===== src/rtl/router_sync_n.sv =====
// router_sync_n: N-channel synchroniser between router FSM and output FIFOs.
// Steers writes to the latched destination and soft-resets FIFOs left unread too long.
module router_sync_n #(
  parameter int NUM_CH  = 4,
  parameter int ADDR_W  = 2,
  parameter int TIMEOUT = 30,
  parameter int DROP_W  = 8
) (
  input  logic              clk,
  input  logic              resetn,
  input  logic              detect_add,
  input  logic [ADDR_W-1:0] data_in,
  input  logic              write_enb_reg,
  input  logic [NUM_CH-1:0] full,
  input  logic [NUM_CH-1:0] empty,
  input  logic [NUM_CH-1:0] read_enb,
  input  logic              timeout_en,
  input  logic              clr_stats,
  output logic [NUM_CH-1:0] write_enb,
  output logic              fifo_full,
  output logic              addr_err,
  output logic [ADDR_W-1:0] sel_addr,
  output logic [NUM_CH-1:0] vld_out,
  output logic [NUM_CH-1:0] soft_reset,
  output logic [DROP_W-1:0] drop_cnt
);
  localparam int CW = $clog2(TIMEOUT);
  localparam int SW = DROP_W + 5;
  localparam logic [DROP_W-1:0] DROP_MAX = '1;
  logic [ADDR_W-1:0] sel_addr_q, sel_addr_d;
  logic [CW-1:0]     cnt_q [NUM_CH];
  logic [CW-1:0]     cnt_d [NUM_CH];
  logic [NUM_CH-1:0] soft_reset_q, soft_reset_d, stall, sel_oh;
  logic [DROP_W-1:0] drop_cnt_q, drop_cnt_d;
  logic [SW-1:0]     drop_sum;
  assign addr_err  = {1'b0, sel_addr_q} >= (ADDR_W+1)'(NUM_CH);
  assign write_enb = (write_enb_reg && !addr_err) ? sel_oh : '0;
  // an invalid destination reports full so the FSM never writes into nowhere
  assign fifo_full = addr_err | (|(full & sel_oh));
  assign vld_out   = ~empty;
  assign sel_addr   = sel_addr_q;
  assign soft_reset = soft_reset_q;
  assign drop_cnt   = drop_cnt_q;
  always_comb begin
    sel_addr_d = detect_add ? data_in : sel_addr_q;
    drop_sum   = SW'(drop_cnt_q);
    for (int i = 0; i < NUM_CH; i++) begin
      sel_oh[i]       = sel_addr_q == ADDR_W'(i);
      stall[i]        = timeout_en & ~empty[i] & ~read_enb[i];
      soft_reset_d[i] = stall[i] && cnt_q[i] == CW'(TIMEOUT - 1);
      cnt_d[i]        = (stall[i] && !soft_reset_d[i]) ? cnt_q[i] + CW'(1) : '0;
      drop_sum        = drop_sum + SW'(soft_reset_d[i]);
    end
    drop_cnt_d = clr_stats ? '0 : (drop_sum > SW'(DROP_MAX)) ? DROP_MAX : drop_sum[DROP_W-1:0];
  end
  always_ff @(posedge clk) begin
    if (!resetn) begin
      sel_addr_q   <= '0;
      soft_reset_q <= '0;
      drop_cnt_q   <= '0;
      for (int i = 0; i < NUM_CH; i++) cnt_q[i] <= '0;
    end else begin
      sel_addr_q   <= sel_addr_d;
      soft_reset_q <= soft_reset_d;
      drop_cnt_q   <= drop_cnt_d;
      for (int i = 0; i < NUM_CH; i++) cnt_q[i] <= cnt_d[i];
    end
  end
endmodule


===== config.mk =====
export PLATFORM = sky130hd
export DESIGN_NAME = router_sync_n
export DESIGN_NICKNAME = d
export VERILOG_FILES = /design/src/rtl/router_sync_n.sv
export SDC_FILE = /design/constraint.sdc
export NUM_CORES = 1
export LEC_CHECK = 0
export BUFFER_PORTS_ARGS = -buffer_cell sky130_fd_sc_hd__buf_2
export CAP_MARGIN = 20
export CELL_PAD_IN_SITES_DETAIL_PLACEMENT = 1
export CELL_PAD_IN_SITES_GLOBAL_PLACEMENT = 2
export CORE_MARGIN = 2
export CORE_UTILIZATION = 32
export DETAILED_ROUTE_END_ITERATION = 6
export GPL_TIMING_DRIVEN = 0
export PLACE_DENSITY = 0.88
export SYNTH_ARGS = -nofsm -noshare
export SYNTH_HDL_FRONTEND = slang
export SYNTH_SLANG_ARGS = --single-unit

===== constraint.sdc =====
create_clock -name clk -period 8.66 [get_ports clk]
set_clock_uncertainty 0.1 [all_clocks]
set_input_delay 0.866 -clock clk [delete_from_list [all_inputs] [get_ports clk]]
set_output_delay 0.866 -clock clk [all_outputs]
set_load 0.05 [all_outputs]

### After elaboration in Yosys (flattened, before gate mapping)

Memories as Yosys holds them, arrays and structs flattened.
Index checks and enable logic that the tools add are counted.
Widths: inputs -> output; s select.

* memories kept: 1
* output and inout bits: 24
* bits in writable memories: 20
* logic and storage cells: 70
* bits of input ports: 20
* register bits: 14

* bitwise gates (word level): 23
* order comparisons: 1
* multiplexer cells: 12
* equal/unequal tests: 7
* reduce and logical (&&, ||, !) cells: 15
* add/subtract/negate cells: 8

Memory list
* cnt_q: depth 4, width 5, rd ports 4, clocked after Yosys merged registers in 0, write ports 4, RTL line 31 `logic [CW-1:0] cnt_q [NUM_CH];`

Operators by type and width (number)
* $mux 5: 8
* $add 5x1->5 const B: 4
* $eq 5x5->1 const B: 4
* $add 11x1->12: 1
* $gt 12x8->1 const B: 1
* $add 10x1->11: 1
* $add 9x1->10: 1
* $add 8x1->9: 1
* $not 1->1: 9
* $and 1x1->1: 8
* $logic_and 1x1->1: 8
* $mux 8: 1
* $and 4x4->4: 1
* $eq 2x2->1 const B: 2
* $logic_not 1->1: 4
* $mux 4: 1
* $not 4->4: 1
* $or 1x1->1: 4
* $reduce_or 4->1: 1
* $eq 2x1->1 const B: 1
* $logic_not 2->1: 1
* $mux 1: 2
* $reduce_or 2->1: 1

### Logic depth before layout (Yosys ltp)

* depth in word-level cells: 10
* mapped depth: 11

### Worst setup path after synthesis

OpenSTA, ideal clock, no wires.

* kind: in2reg
* from: in timeout_en
* to: reg drop_cnt_q[0] (netlist: drop_cnt[0])
* data required time: 8.490 ns
* path buffers: 0
* arrival time: 2.920 ns
* slack: 5.570 ns
* setup time: 0.070 ns
* cell stages on the path: 7
* cells stage by stage: nor4b_1 > fa_1 > inv_1 > fa_1 > fa_1 > or3_4 > a21oi_1

* word-level cells in the longest chain between the ends: 9
* elaborated cells on any way between the ends: 18
* those cells by class: 4 x add/sub; 1 x order compare; 1 x mux; 8 x bitwise; 4 x reduce/logical

Ends and longest elaborated chain
* from (decl): RTL line 17 `input logic timeout_en,`
* $and 1x1->1 (2 in series): RTL line 49 `stall[i] = timeout_en & ~empty[i] & ~read_enb[i];`
* $logic_and 1x1->1: RTL line 50 `soft_reset_d[i] = stall[i] && cnt_q[i] == CW'(TIMEOUT - 1);`
* $add 8x1->9: RTL line 52 `drop_sum = drop_sum + SW'(soft_reset_d[i]);`
* $add 9x1->10: RTL line 52
* $add 10x1->11: RTL line 52
* $add 11x1->12 (*): RTL line 52
* $gt 12x8->1: RTL line 54 `drop_cnt_d = clr_stats ? '0 : (drop_sum > SW'(DROP_MAX)) ? DROP_MAX : drop_sum[DROP_W-1:0];`
* $mux 8 (*): RTL line 54
* to (signal assigned): RTL line 65 `drop_cnt_q <= drop_cnt_d;`
* to (decl): RTL line 34 `logic [DROP_W-1:0] drop_cnt_q, drop_cnt_d;`

Every way passes the cells marked *; elsewhere a longest branch is shown, timed or not.
A chain may end at the register's enable or synchronous reset.

### Worst setup path in the final report

* from: in timeout_en
* to: reg drop_cnt_q[1] (netlist: drop_cnt[1])

* word-level cells in the longest chain between the ends: 9
* elaborated cells on any way between the ends: 18
* those cells by class: 4 x add/sub; 1 x order compare; 1 x mux; 8 x bitwise; 4 x reduce/logical

Ends and longest elaborated chain
* $and 1x1->1 (*) (2 in series): RTL line 49
* $logic_and 1x1->1 (*): RTL line 50
* named net soft_reset_d[0]: RTL line 33 `logic [NUM_CH-1:0] soft_reset_q, soft_reset_d, stall, sel_oh;`
* $add 8x1->9 (*): RTL line 52
* $add 9x1->10 (*): RTL line 52
* $add 10x1->11 (*): RTL line 52
* $add 11x1->12 (*): RTL line 52
* $gt 12x8->1: RTL line 54
* $mux 8 (*): RTL line 54

Mark *: on every way through the listed nets, which the timed path passes. The rest lies on a longest branch.

==> flow_summary.ini <==
[synthesis]
synth_top_family_by_area = simple AND/OR/NAND/NOR gates
synth_fa_ha_area_frac = 0.1138
synthMuxAreaShare = 0.03462
synth.distinct_cells = 32
synth_warnings = 0
synthTopCellsByArea = dfxtp_1 45%, ha_1 7.4%, nor2_1 6.7%, xor2_1 6.3%, fa_1 4.0%
yosysTopAreaCellShare = 0.4485
syn-num-nets = 195
synth_compound_area_frac = 0.04452
syn_inst = 163
netlist_area_sq_um = 1518
ys_seq_area_frac = 0.4485
yosysTopAreaCell = dfxtp_1
synth-simple-area-share = 0.2350
syn_area_per_cell_sq_um = 9.311
synth-xor-area-share = 0.08656
ys_ff_latch = 34

[detailed_routing]
viasPerCell = 4.846
route.detailed.drc = 0
wl_per_cell_um = 12.17
totalWireLength_um = 3236
route.vias.total = 1289
ant_nets = 0
drt_iter0_drc = 36
drtPass1Iterations = 4

[clocking]
clk_pin_slew_worst_paths_ns = 0.07
postCtsSetupBuffers = 0
cts.sinks = 34
numCtsBuffers = 5
worstSkewPairLatency_ns = 0.29
cts_root_buffer = clkbuf_8
cts_tree = done
cts_max_path_buffers = 2
htreeDepth = 2
cts.hold.buffers_added = 0
cts_resized = 0

[sta]
fmax_mhz = 321.3
min_period_ns = 3.112
hold_viol_final = 0
rsz0062_at_grt = no
finalSetupViolCount = 0
drv_slew = 0
min_period_over_period = 0.3594
fin_tns_setup_ns = 0
finalWorstSetupSlack_ns = 5.548

[job]
drv_cap = 0

[grt]
grt_pass1_wl_um = 5664
grt_max_degree = 11
antenna_found_initial = 0
grt_overflow = 0
grt.total_usage = 0.1396
grt_pass1_vias = 1256

[floorplan]
die_w_um = 72.87
die_h_um = 72.87
rows = 25
ioPinCount = 44
core_sq_um = 4661
initial_core_util = 0.3256
die_area_sq_um = 5310

[power]
ir_drop_uv = 54.36
cellPowerDensity_nw_per_um2 = 158.9
p_leak_nw = 0.8048

[layout]
fillers = 566
layout-drive-gt1-share = 0.2547
final_cell_mix = 42 x buf_2, 34 x dfxtp_1, 27 x nor2_1
final_nets = 244
instances_no_fill = 266
layout_commonest_cell = buf_2
diodes = 0
area_growth_pct = 23.50

[worst_setup_path]
cp-start-kind = input port
setup.worst_path.class = input port to flip-flop
crit_required_ns = 8.79
arrival_ns = 3.24
worstSetupEndpointType = flip-flop
critPathMaxFanout = 6

[placed_design]
dp_cells = 259
place_congestion = 0.7052
place_worst_setup_slack_ns = 5.229
numPortBuffers = 42
hpwl_um = 2505

[outcome]
status = finished clean

[hold_path]
hp-class = flip-flop to flip-flop
==> state kept, by name, indices dropped and copies added, names as in the netlist <==
name	flops
cnt_q	20
drop_cnt	8
soft_reset	4
sel_addr	2
==> cell families after synthesis <==
| kind of cell | count (synthesis) |
|---|---|
| fa+ha+maj | 12 |
| compound gates | 12 |
| buf+inv | 13 |
| flops | 34 |
| simple gates | 72 |
| other cells | 1 |
| mux | 4 |
| xor+xnor | 15 |
==> area by class of cell <==
cell class,count,area [sq um],share of cell area
clock buffers,5,68.82,0.03672
flip-flops and latches,34,680.7,0.3632
well taps,54,67.56,0.03605
clock inverters,2,10.01,0.005340
multi-input cells,116,784.5,0.4186
repair buffers,42,210.2,0.1121
inverters,11,41.29,0.02203
plain buffers,2,11.26,0.006008
==> power by group <==
part	internal (mW)	total (mW)	switching (mW)
sequential	0.157	0.159	0.00159
clock	0.0539	0.112	0.0582
combinational	0.00828	0.0268	0.0185
==> routing by layer <==
layer / wire length [um] / GRT usage / vias up
met3: 210 / 0.04834 / 6
li1: - / - / 642
met1: 1472 / 0.1671 / 599
met2: 1485 / 0.2293 / 42
met4: 67 / 0.05556 / 0
met5: 0 / 0 / -
==> critical path: stages <==
cell and delay (ns):
buf_2 0.14, nor4b_1 0.17, fa_1 0.51, inv_1 0.05, fa_1 0.40, fa_1 0.49, or3_4 0.46, a21oi_1 0.15
==> path summary, 6_finish.rpt <==
kind | cells after the start | slack [ns] | startpoint | end
max | 8 | 5.55 | timeout_en | drop_cnt[1]
min | 1 | 0.37 | cnt_q[0][0] | cnt_q[0][0]
min reg2reg | 1 | 0.37 | cnt_q[0][0] | cnt_q[0][0]
max reg2reg | 9 | 5.60 | cnt_q[0][0] | drop_cnt[1]
==> synth_stat cells, drive strengths merged <==
cell type / instances
dfxtp: 34
nand2: 10
and4b: 1
clkbuf: 1
o21bai: 1
conb: 1
o21ai: 3
nand3: 10
xor2: 11
xnor2: 4
nor4b: 1
fa: 3
o2111ai: 1
nor2: 27
nand4: 5
nand2b: 1
and2: 1
nor2b: 3
inv: 11
a31oi: 1
nor4: 3
and3: 2
or3: 1
a21oi: 6
nor3b: 1
mux2i: 3
mux4: 1
buf: 1
ha: 9
nor3: 6
==> through the flow <==
| step | hold slack, ns | instance area (sq um) | power, mW | utilization |
|---|---|---|---|---|
| global route | 0.4005 | 1874 | 0.3100 | 0.4021 |
| global placement | 0.3490 | 1795 | 0.1891 | 0.3852 |
| CTS | 0.3780 | 1874 | 0.3039 | 0.4021 |
| detailed placement | 0.3626 | 1795 | 0.1897 | 0.3852 |
| floorplan | 0.3334 | 1518 | 0.1793 | - |
| finish | 0.3750 | 1874 | 0.2979 | 0.4021 |
(Power assumes the default switching activity.)
